File: config.mk
export PLATFORM = sky130hd
export DESIGN_NAME = goodie_scheduler
export DESIGN_NICKNAME = d
export VERILOG_FILES = /design/src/rtl/goodie_scheduler.sv
export SDC_FILE = /design/constraint.sdc
export NUM_CORES = 1
export LEC_CHECK = 0
export BUFFER_PORTS_ARGS = -buffer_cell sky130_fd_sc_hd__buf_2
export CORE_ASPECT_RATIO = 0.8
export CORE_MARGIN = 5
export CORE_UTILIZATION = 40
export CTS_CLUSTER_SIZE = 25
export DETAILED_ROUTE_END_ITERATION = 8
export HOLD_SLACK_MARGIN = 0.08
export PLACE_DENSITY_LB_ADDON = 0.2
export SETUP_SLACK_MARGIN = 0.15
export SYNTH_ARGS = -nofsm -noshare
export SYNTH_HDL_FRONTEND = slang
export SYNTH_SLANG_ARGS = --single-unit
File: constraint.sdc
create_clock -name clk -period 4.3 [get_ports clk]
set_clock_uncertainty 0.2 [all_clocks]
set_input_delay 0 -clock clk [delete_from_list [all_inputs] [get_ports clk]]
set_output_delay 0 -clock clk [all_outputs]
set_load 0.03 [all_outputs]
File: src/rtl/goodie_scheduler.sv
// goodie_scheduler
//
// Frame-driven controller for a pool of collectible goodie sprites. On each
// accepted frame tick it walks the slots one per cycle, scrolling active
// goodies left and retiring those that would leave the screen. It then runs
// one spawn step that places a new goodie at the right edge with a
// pseudo-random height every SPAWN_PERIOD frames. Collision hits are accepted
// in every state and retire the hit goodie immediately.
//
// Optional feature: define GOODIE_SPEEDUP_EN to make the scroll step grow by
// one pixel per frame for every eight collections, capped at 2*STEP_X.
//
// Ports:
//   clk             system clock
//   initialize_n    asynchronous active-low reset
//   enable          game running; frame ticks are ignored while low
//   frame_tick      one-cycle pulse per video frame
//   hit_valid       collision detector reports a hit this cycle
//   hit_slot        slot index of the hit
//   goodie_x_bus    slot i X position at bits [11i+10:11i]
//   goodie_y_bus    slot i Y position at bits [10i+9:10i]
//   active          per-slot occupied/drawable flag
//   collect_pulse   one-cycle pulse per accepted hit
//   collected_count saturating count of accepted hits
//   busy            frame update sequence in progress

module goodie_scheduler #(
    parameter int          NUM_SLOTS    = 4,
    parameter logic [10:0] X_START      = 11'd640,
    parameter logic [9:0]  Y_MIN        = 10'd40,
    parameter logic [5:0]  STEP_X       = 6'd5,
    parameter logic [7:0]  SPAWN_PERIOD = 8'd90,
    parameter logic [9:0]  LFSR_SEED    = 10'h2A5
) (
    input  logic                    clk,
    input  logic                    initialize_n,
    input  logic                    enable,
    input  logic                    frame_tick,
    input  logic                    hit_valid,
    input  logic [2:0]              hit_slot,
    output logic [NUM_SLOTS*11-1:0] goodie_x_bus,
    output logic [NUM_SLOTS*10-1:0] goodie_y_bus,
    output logic [NUM_SLOTS-1:0]    active,
    output logic                    collect_pulse,
    output logic [7:0]              collected_count,
    output logic                    busy
);

    localparam logic [1:0] ST_IDLE  = 2'd0;
    localparam logic [1:0] ST_MOVE  = 2'd1;
    localparam logic [1:0] ST_SPAWN = 2'd2;

    localparam logic [2:0] LAST_SLOT = 3'(NUM_SLOTS - 1);
    localparam logic [3:0] SLOT_LIMIT = 4'(NUM_SLOTS);

    logic [1:0]           state;
    logic [2:0]           idx;
    logic                 pending;
    logic [5:0]           step_q;
    logic [7:0]           spawn_cnt;
    logic [9:0]           lfsr;
    logic [10:0]          x_q [NUM_SLOTS];
    logic [9:0]           y_q [NUM_SLOTS];
    logic [NUM_SLOTS-1:0] active_q;

    logic                 start;
    logic                 hit_ok;
    logic [7:0]           active_pad;
    logic [9:0]           lfsr_next;
    logic                 free_found;
    logic [2:0]           free_idx;
    logic                 spawn_due;
    logic                 spawn_go;
    logic [5:0]           step_next;

    // Sequence start: a fresh tick or a remembered one, only while enabled
    // and only from IDLE.
    assign start = (state == ST_IDLE) && enable && (frame_tick || pending);

    // Pad the active vector to the full 3-bit index range so that an
    // out-of-range hit_slot never indexes past the real slots.
    assign active_pad = 8'(active_q);
    assign hit_ok     = hit_valid && ({1'b0, hit_slot} < SLOT_LIMIT)
                        && active_pad[hit_slot];

    // Fibonacci LFSR x^10 + x^7 + 1, shifting left with feedback into bit 0.
    assign lfsr_next = {lfsr[8:0], lfsr[9] ^ lfsr[6]};

    assign spawn_due = (spawn_cnt == SPAWN_PERIOD - 8'd1);
    assign spawn_go  = (state == ST_SPAWN) && spawn_due && free_found;

    // Lowest-index free slot. A slot being hit this cycle is still active
    // here, so a spawn can never land on it.
    always_comb begin
        free_found = 1'b0;
        free_idx   = 3'd0;
        for (int i = NUM_SLOTS - 1; i >= 0; i--) begin
            if (!active_q[i]) begin
                free_found = 1'b1;
                free_idx   = 3'(i);
            end
        end
    end

`ifdef GOODIE_SPEEDUP_EN
    // Step grows with every eight collections, capped at twice the base.
    logic [5:0] step_sum;
    logic [5:0] step_cap;

    always_comb begin
        step_sum  = STEP_X + {1'b0, collected_count[7:3]};
        step_cap  = {STEP_X[4:0], 1'b0};
        step_next = (step_sum > step_cap) ? step_cap : step_sum;
    end
`else
    // Constant scroll speed.
    always_comb begin
        step_next = STEP_X;
    end
`endif

    // Frame sequencer: IDLE -> MOVE (one slot per cycle) -> SPAWN -> IDLE.
    // busy covers the whole sequence plus the cycle after SPAWN, so it is
    // derived from the state being left rather than the state being entered.
    always_ff @(posedge clk or negedge initialize_n) begin
        if (!initialize_n) begin
            state     <= ST_IDLE;
            idx       <= 3'd0;
            pending   <= 1'b0;
            step_q    <= STEP_X;
            spawn_cnt <= 8'd0;
            lfsr      <= LFSR_SEED;
            busy      <= 1'b0;
        end else begin
            busy <= (state != ST_IDLE) || start;

            if (start) begin
                pending <= 1'b0;
            end else if ((state != ST_IDLE) && enable && frame_tick) begin
                pending <= 1'b1;
            end

            case (state)
                ST_IDLE: begin
                    if (start) begin
                        state  <= ST_MOVE;
                        idx    <= 3'd0;
                        step_q <= step_next;
                    end
                end
                ST_MOVE: begin
                    if (idx == LAST_SLOT) begin
                        state <= ST_SPAWN;
                    end else begin
                        idx <= idx + 3'd1;
                    end
                end
                ST_SPAWN: begin
                    lfsr <= lfsr_next;
                    if (spawn_due) begin
                        if (free_found) begin
                            spawn_cnt <= 8'd0;
                        end
                    end else begin
                        spawn_cnt <= spawn_cnt + 8'd1;
                    end
                    state <= ST_IDLE;
                end
                default: begin
                    state <= ST_IDLE;
                end
            endcase
        end
    end

    // Slot storage. Priority per slot: a hit retires it, otherwise MOVE
    // scrolls or retires it, otherwise SPAWN may fill it. The retire test
    // compares before subtracting so X never wraps.
    always_ff @(posedge clk or negedge initialize_n) begin
        if (!initialize_n) begin
            for (int i = 0; i < NUM_SLOTS; i++) begin
                x_q[i] <= X_START;
                y_q[i] <= Y_MIN;
            end
            active_q <= '0;
        end else begin
            for (int i = 0; i < NUM_SLOTS; i++) begin
                if (hit_ok && (hit_slot == 3'(i))) begin
                    active_q[i] <= 1'b0;
                end else if ((state == ST_MOVE) && (idx == 3'(i)) && active_q[i]) begin
                    if (x_q[i] < {5'b0, step_q}) begin
                        active_q[i] <= 1'b0;
                    end else begin
                        x_q[i] <= x_q[i] - {5'b0, step_q};
                    end
                end else if (spawn_go && (free_idx == 3'(i))) begin
                    x_q[i]      <= X_START;
                    y_q[i]      <= Y_MIN + {1'b0, lfsr_next[8:0]};
                    active_q[i] <= 1'b1;
                end
            end
        end
    end

    // Collection bookkeeping: registered pulse and saturating counter.
    always_ff @(posedge clk or negedge initialize_n) begin
        if (!initialize_n) begin
            collect_pulse   <= 1'b0;
            collected_count <= 8'd0;
        end else begin
            collect_pulse <= hit_ok;
            if (hit_ok && (collected_count != 8'd255)) begin
                collected_count <= collected_count + 8'd1;
            end
        end
    end

    // Flatten slot registers onto the output buses.
    always_comb begin
        goodie_x_bus = '0;
        goodie_y_bus = '0;
        for (int i = 0; i < NUM_SLOTS; i++) begin
            goodie_x_bus[11*i +: 11] = x_q[i];
            goodie_y_bus[10*i +: 10] = y_q[i];
        end
    end

    assign active = active_q;

endmodule
# After elaboration in Yosys (flattened, before gate mapping)
# Index checks and enable logic that the tools add are counted.
[word_totals] ff_bits=122 latchBits=0 ramBits=0 romBits=0 input_bits=8 out_inout_bits=98 wordCells=173 n_memories=0
[op_classes] n_addsub=8 n_mul=0 n_div=0 n_lt_le_gt_ge=6 n_eq_ne=25 n_shift=0 n_mux=48 bitwise=9 n_reduce_logical=57
[ops] operator="11-bit 2-to-1 mux" count=12
[ops] operator="11-bit by 3-bit < comparator with 1-bit output, second input constant" count=4
[ops] operator="11-bit by 3-bit subtractor with 11-bit output, second input constant" count=4
[ops] operator="3-bit AND reduction" count=9
[ops] operator="1-bit logical AND" count=25
[ops] operator="1-bit 2-to-1 mux" count=23
[ops] operator="3-bit by 2-bit equality test with 1-bit output, second input constant" count=6
[ops] operator="8-bit by 1-bit adder with 8-bit output, second input constant" count=2
[ops] operator="8-bit 2-to-1 mux" count=2
[ops] operator="2-bit inequality test, second input constant" count=7
[ops] operator="2-bit nonzero test" count=7
[ops] operator="3-bit 2-to-1 mux" count=4
[ops] operator="3-bit by 2-bit inequality test with 1-bit output, second input constant" count=4
[ops] operator="2-bit AND reduction" count=6
[ops] operator="3-bit nonzero test" count=4
[ops] operator="6-bit by 9-bit adder with 10-bit output, first input constant" count=1
[ops] operator="3-bit by 1-bit equality test with 1-bit output, second input constant" count=3
[ops] operator="3-bit logical NOT" count=3
[ops] operator="8-bit by 7-bit equality test with 1-bit output, second input constant" count=1
[ops] operator="2-bit 2-to-1 mux" count=4
[ops] operator="8-bit inequality test, second input constant" count=1
[ops] operator="1-bit inverter" count=8
[ops] operator="3-bit one-hot mux with 2 select lines" count=1
[ops] operator="3-bit by 4-bit < comparator with 1-bit output, second input constant" count=1
[ops] operator="other kinds (10)" count=11

# Logic depth before layout (Yosys ltp)
# Gate-level depths: netlist of the first run.
[depth] word_depth=9 depth_mapped=9 ltp_nobuf=6

# Least setup slack after synthesis of the first run
# OpenSTA, ideal clock, no wires.
[synth_timing] kind="register -> register" from="register x_q (netlist bit goodie_x_bus[38])" to="register active_q[3] (netlist: active[3])" setup_time_ns=0.142 arrival_time_ns=2.012 path_slack_ns=1.947 path_stages_with_launch=5 n_path_buf=0 synth_period_minus_slack_ns=2.353 path_cell_list="dfrtp_1 > or4_1 > or4_1 > nor4b_1 > o21ai_0"
[synth_between] elab_chain_cells=3
[synth_rtl] element="start, declared" line="62" text="logic [10:0] x_q [NUM_SLOTS];"
[synth_rtl] element="start signal, assigned by index" line="194" text="x_q[i] <= x_q[i] - {5'b0, step_q};"
[synth_rtl] element="11-bit by 3-bit < comparator with 1-bit output" line="191" text="if (x_q[i] < {5'b0, step_q}) begin"
[synth_rtl] element="3-bit by 2-bit inequality test with 1-bit output (no line)"
[synth_rtl] element="2-bit AND reduction (no line)"
[synth_rtl] element="end signal, assigned by index" line="189" text="active_q[i] <= 1'b0;"
[synth_rtl] element="end signal, assigned by index" line="192" text="active_q[i] <= 1'b0;"
[synth_rtl] element="end signal, assigned by index" line="199" text="active_q[i] <= 1'b1;"
[synth_rtl] element="end, declared" line="64" text="logic [NUM_SLOTS-1:0] active_q;"
# No other way between the ends.
# A chain may end at the register's enable or synchronous reset.

# Worst setup path after layout of the first run
[layout_timing] from="register state[0]" to="register x_q (netlist bit goodie_x_bus[12])"
[layout_between] elab_chain_cells=6
[layout_rtl] element="start, declared" line="56" text="logic [1:0] state;"
[layout_rtl] element="start signal, assigned" line="127" text="state <= ST_IDLE;"
[layout_rtl] element="start signal, assigned" line="146" text="state <= ST_MOVE;"
[layout_rtl] element="start signal, assigned" line="153" text="state <= ST_SPAWN;"
[layout_rtl] element="2-bit equality test" line="90" text="assign spawn_go = (state == ST_SPAWN) && spawn_due && free_found;"
[layout_rtl] element="1-bit logical AND (2 in series)" line="90"
[layout_rtl] element="1-bit logical AND" line="196" text="end else if (spawn_go && (free_idx == 3'(i))) begin"
[layout_rtl] element="2-bit nonzero test (no line)"
[layout_rtl] element="3-bit AND reduction (no line)"
# Several ways; a longest one is shown, not always the timed one.

==> results of run 1 <==
## cell usage in the layout (no fill, tap or decap), types with 6 or more instances in the layout
| master | n |
|---|---|
| dfrtp_1 | 101 |
| and3_1 | 9 |
| a22o_1 | 7 |
| a31oi_1 | 28 |
| dfstp_2 | 21 |
| or4_1 | 10 |
| xor2_1 | 13 |
| dlygate4sd3_1 | 11 |
| clkbuf_16 | 17 |
| o21a_1 | 12 |
| nand3_1 | 23 |
| buf_2 | 104 |
| ha_1 | 13 |
| a21oi_1 | 19 |
| nand4_1 | 12 |
| inv_1 | 27 |
| nor4_1 | 16 |
| o21ai_0 | 46 |
| nor2_1 | 21 |
| nand2_1 | 91 |
| nor3_1 | 18 |
| or3_1 | 7 |
| buf_4 | 7 |
| clkinvlp_4 | 6 |
| mux2_2 | 14 |
| nor2b_1 | 7 |
## worst register-to-register path, stage by stage (launching register included)
cell and delay [ns]:
dfrtp_1 0.50, nor3b_2 0.67, o2111ai_1 0.41, o21ai_2 0.55, mux2_2 0.39
## logic make-up after synthesis
kind of cell             synth area share
AND/OR/NAND/NOR                     0.204
buffers and inverters              0.0370
flip-flops                          0.509
multiplexers                       0.0349
adder cells (fa/ha/maj)            0.0269
AO/OA/AOI/OAI                       0.167
XOR/XNOR                           0.0217
## worst min path at each step
stage / endpoint / slack [ns] / cells after the start
2_1_floorplan: active[0]$_DFFE_PN0P_ / -0.50 / 0
3_3_place_gp: goodie_x_bus[6]$_DFFE_PN0P_ / -0.13 / 1
3_5_place_dp: goodie_x_bus[6]$_DFFE_PN0P_ / -0.13 / 1
4_1_cts: busy$_DFF_PN0_ / 0.24 / 4
5_1_grt: goodie_y_bus[23]$_DFFE_PN1P_ / 0.29 / 2
6_report: busy$_DFF_PN0_ / 0.27 / 4
## metrics by stage
stage | total power, W | std cells | worst slack, ns | hold WS, ns
5_1_grt | 0.00526 | 932 | 1.29 | 0.295
3_3_place_gp | 0.00350 | 888 | 1.54 | -0.133
4_1_cts | 0.00498 | 932 | 1.49 | 0.238
3_5_place_dp | 0.00355 | 888 | 1.50 | -0.128
2_1_floorplan | 0.00303 | 617 | 1.95 | -0.496
6_report | 0.00494 | 932 | 1.46 | 0.269
## layer usage
layer	wire (um)	up-vias
li1	-	2510
met1	7320	2518
met2	7060	156
met3	891	24
met4	284	0
met5	0	-
## power by group through the flow
stage	Clock, W	Sequential [W]	Combinational [W]
global placement	0	0.00185	0.00166
detailed placement	0	0.00187	0.00168
CTS	0.00141	0.00185	0.00171
global route	0.00147	0.00192	0.00187
finish	0.00138	0.00186	0.00170
floorplan	0	0.00218	0.000847
## registers in the layout, indices dropped and copies added, names as in the netlist, 2 cells and up
| signal | flops |
|---|---|
| active | 4 |
| collected_count | 8 |
| spawn_cnt | 8 |
| goodie_y_bus | 40 |
| idx | 3 |
| lfsr | 10 |
| state | 2 |
| goodie_x_bus | 44 |
## area by class of cell
class	count	area, um2	share of cell area
tap	189	236	0.0317
timing repair buffer	123	703	0.0943
clock inverter	12	115	0.0154
sequential	122	3080	0.413
clock buffer	20	467	0.0626
multi-input combinational	439	2750	0.369
inverter	27	101	0.0136
## repair_timing
item	in CTS	in global routing
hold endpoints to repair	81	0
hold buffers	12	0
buffers inserted	0	0
==> metrics.cfg, run 1 <==
[outcome]
status = complete, no violations

[critical_path]
critPathSlowestCell = nor3b_2
cp-end-kind = register
path_depth = 4
startpoint = state[0]$_DFFE_PN0P_
timing.rr.start = state[0]$_DFFE_PN0P_
crit_required_ns = 4.40
crit_buf_inv = 0
reg2reg_to = goodie_x_bus[12]$_DFFE_PN0P_
critPathCapture = goodie_x_bus[12]$_DFFE_PN0P_
crit_path_start_kind = register
crit_fanout = 12
crit_chain = nor3b_2 > o2111ai_1 > o21ai_2 > mux2_2
rrSetupSlack_ns = 1.46
cpLargestDelayFamily = compound AO/OA/AOI/OAI gates
crit_type = reg2reg
worst_ep_arrival_time_ns = 2.94
reg2reg_depth = 4
critPathMaxStageDelay_ns = 0.67

[cells_and_area]
utilization = 0.500
diodes = 0
postLayoutCellArea_um2 = 7450
syn_to_final_growth_pct = 23.1
layout.nets = 751
fill_cells = 1381
drive_gt1_frac = 0.256

[floorplanning]
die_area_um2 = 17700
die_w_um = 148
num_rows = 40
io_pins = 106
core_area_um2 = 14900
start_util = 0.406
die_height_um = 120

[global_route]
grt_overflow_total = 0
grt_pass1_vias = 4976
grt_usage = 0.182
use_met3 = 0.0502
grt_start_max_net_pins = 47
grt_pass1_wl_um = 26100
busiest_layer = met2
antenna_found_initial = 0
grt_use_met1 = 0.253
met2_usage = 0.273

[logic_synthesis]
synth.most_common_cell = dfrtp_1
ys_ff_latch = 122
seq_area_frac_synth = 0.509
synth_top_area_cell = dfrtp_1
synth_flop_cell = dfrtp_1
yosysTopAreaCellShare = 0.417
yosysUniqueCellTypes = 65
netlist_instances = 617
synth_area_leaders = dfrtp_1, dfstp_2, nand2_1, o21ai_0, a31oi_1
yosys-top-cells-count = dfrtp_1, nand2_1, o21ai_0
ys_async_sr_fraction = 1.00
ys_warn_count = 0
synth_edf_count = 0
synth_area_um2 = 6050
synth_area_per_cell_um2 = 9.81
syn_nets = 638

[clock_network]
clk_pin_slew_ns = 0.06
htreeDepth = 4
clk_latency_ns = 0.42
root_buffer = clkbuf_16
cts_resized = 0
cts_num_sinks = 122
cts_inserted_buffers = 17
cts_tree = built
clk_path_buf_depth = 2

[sta]
tightest_slew_ns = 0.756
max_clock_freq_ghz = 0.353
finalHoldViolations = 0
maxSlewViolCount = 0
period_needed_ns = 2.84
rsz0062_at_grt = false
tns_ns = 0
setup_viol = 0
relSlewSlack = 0.491
period_share = 0.660

[power]
power_frac_seq = 0.377
peakVddDrop_v = 0.000354
leakage_nw = 3.46
switching_share = 0.417
clkPwrFrac = 0.279
p_per_area_nw_per_um2 = 663
p_int_w = 0.00288
p_comb_frac = 0.344
power_switching_w = 0.00206

[worst_hold_path]
hold_class = in2reg
worstHoldStart = frame_tick

[place]
port_buffers = 105
dp_hpwl_um = 10800
gp_congestion = 0.833
placed_area_um2 = 6740

[drt]
wire_per_inst_um = 16.7
ant_nets = 0
via_per_inst = 5.59
first_iter_violations = 309
wl_um = 15600
firstDrtPassIters = 5
vias = 5208
drc_errors = 0

[run]
cap_violations = 0

Note: power is estimated with default switching activity, not from simulation.
==> inputs of run 2 (changes only) <==
clock period = 2.4 ns   (was 4.3 ns; I/O delays follow)
==> metrics.cfg, run 2 (same netlist as run 1, synthesis figures left out) <==
[cells_and_area]
multi_input_area_um2 = 2820  ; +2.4%
fill_cells = 1359  ; -1.6%
utilization = 0.519  ; +0.0192
layout.nets = 781  ; +4.0%
layout_common_cells = buf_2, dfrtp_1, nand2_1, o21ai_0, buf_4
finalNonFillerCells = 962  ; +3.2%
syn_to_final_growth_pct = 27.8
regArea_um2 = 3080  ; +0.16%
drive_gt1_frac = 0.298  ; +0.0418
layout_commonest_cell = buf_2
largest_register_ffs = 44  ; unchanged
diodes = 0  ; unchanged

[drt]
wire_per_inst_um = 16.4  ; -2.1%
first_iter_violations = 271  ; -12%
via_per_inst = 5.53  ; -0.98%
wl_um = 15700  ; +1.1%
drc_errors = 0  ; unchanged
firstDrtPassIters = 5  ; unchanged
ant_nets = 0  ; unchanged
vias = 5323  ; +2.2%

[place]
dp_hpwl_um = 11200  ; +3.6%
port_buffers = 105  ; unchanged
place_inst = 911  ; +2.6%
gp_congestion = 0.917  ; +10%

[clock_network]
clk_latency_ns = 0.42  ; about the same
cts_tree = built
cts_inserted_buffers = 17  ; unchanged
clk_pin_slew_ns = 0.06  ; about the same
htreeDepth = 4  ; unchanged
root_buffer = clkbuf_16
clk_path_buf_depth = 2  ; unchanged
cts_num_sinks = 122  ; unchanged

[sta]
period_needed_ns = 2.23  ; -0.602 ns
tns_ns = 0  ; unchanged
tightest_slew_ns = 0.615  ; -0.141 ns
max_clock_freq_ghz = 0.448  ; +27%
maxSlewViolCount = 0  ; unchanged
holdWs_ns = 0.202  ; -0.0670 ns
relSlewSlack = 0.587  ; +0.0955
finalHoldViolations = 0  ; unchanged
setup_viol = 0  ; unchanged
rsz0062_at_grt = true
period_share = 0.931  ; +0.271

[critical_path]
startpoint = goodie_x_bus[38]$_DFFE_PN0P_
crit_path_start_kind = register
worst_ep_arrival_time_ns = 2.33  ; -0.61 ns
critPathSlowestCell = or4_4
crit_required_ns = 2.49  ; -1.91 ns
crit_chain = or4_4 > or4_4 > nor4b_4 > o21ai_0
timing.rr.start = goodie_x_bus[38]$_DFFE_PN0P_
cp-end-kind = register
crit_fanout = 5  ; -7
critPathMaxStageDelay_ns = 0.57  ; -0.10 ns
path_common_cell = or4_4
crit_type = reg2reg

[worst_hold_path]
worstHoldStart = frame_tick
hold_class = in2reg

[floorplanning]
die_height_um = 120  ; unchanged
core_area_um2 = 14900  ; unchanged
io_pins = 106  ; unchanged
start_util = 0.406  ; unchanged
die_w_um = 148  ; unchanged
die_area_um2 = 17700  ; unchanged
num_rows = 40  ; unchanged

[outcome]
status = complete, no violations

[global_route]
use_met3 = 0.0525  ; +0.00227
busiest_layer = met2
grt_pass1_vias = 5208  ; +4.7%
grt_start_max_net_pins = 75  ; +60%
antenna_found_initial = 0  ; unchanged
grt_overflow_total = 0  ; unchanged
grt_use_met1 = 0.256  ; +0.00357
grt_pass1_wl_um = 26800  ; +2.5%
grt_usage = 0.185  ; +0.00357
met2_usage = 0.283  ; +0.0106

[power]
peakVddDrop_v = 0.000715  ; +100%
p_per_area_nw_per_um2 = 1160  ; +74%
leakage_nw = 3.62  ; +4.7%

[run]
cap_violations = 0  ; unchanged

## run 2: per-layer routing
metal / routed length (um) / vias up
li1: - / 2562
met1: 7350 / 2604
met2: 7240 / 143
met3: 973 / 14
met4: 162 / 0
met5: 0 / -
## run 2: cell type report
cell class / count / share of cell area
Tap cell: 189 / 0.0306
Inverter: 27 / 0.0131
Timing Repair Buffer: 153 / 0.124
Sequential cell: 122 / 0.398
Multi-Input combinational cell: 439 / 0.364
Clock inverter: 14 / 0.0147
Clock buffer: 18 / 0.0554
## run 2: what timing repair did
item / in CTS / in global routing
endpoints found under the setup margin: 2 / 14
gates resized for setup: 2 / 9
pin swaps: 1 / 3
hold endpoints to repair: 120 / 0
hold buffers: 12 / 0
setup buffers: 1 / 6
## run 2: power by group
part	switching, W	internal, W	leakage (nW)	total (W)
Sequential	0.000719	0.00259	1.55	0.00331
Combinational	0.00209	0.00124	1.80	0.00332
Clock	0.000982	0.00134	0.266	0.00232
## run 2: critical path: cells and delay by family (launching register included)
kind / cells / cell delay, ns
AO/OA/AOI/OAI: 1 / 0.11
flip-flops: 1 / 0.43
AND/OR/NAND/NOR: 3 / 1.36
## run 2: final timing paths
| check | cells after the start | to | slack [ns] |
|---|---|---|---|
| max in group asynchronous | 4 | goodie_x_bus[31]$_DFFE_PN1P_ | 1.01 |
| max reg2reg | 4 | active[3]$_DFFE_PN0P_ | 0.17 |
| min in group asynchronous | 3 | goodie_x_bus[40]$_DFFE_PN1P_ | 0.53 |
| max | 4 | active[3]$_DFFE_PN0P_ | 0.17 |
| min | 4 | busy$_DFF_PN0_ | 0.20 |
| min reg2reg | 2 | lfsr[9]$_DFFE_PN1N_ | 0.27 |
## run 2: per-stage QoR
stage / area (um2) / total power (W) / worst slack (ns)
global route: 7740 / 0.00955 / 0.107
global placement: 6950 / 0.00643 / 0.156
finish: 7740 / 0.00895 / 0.165
floorplan: 6070 / 0.00544 / 0.134
detailed placement: 6950 / 0.00653 / 0.0849
CTS: 7640 / 0.00894 / 0.175
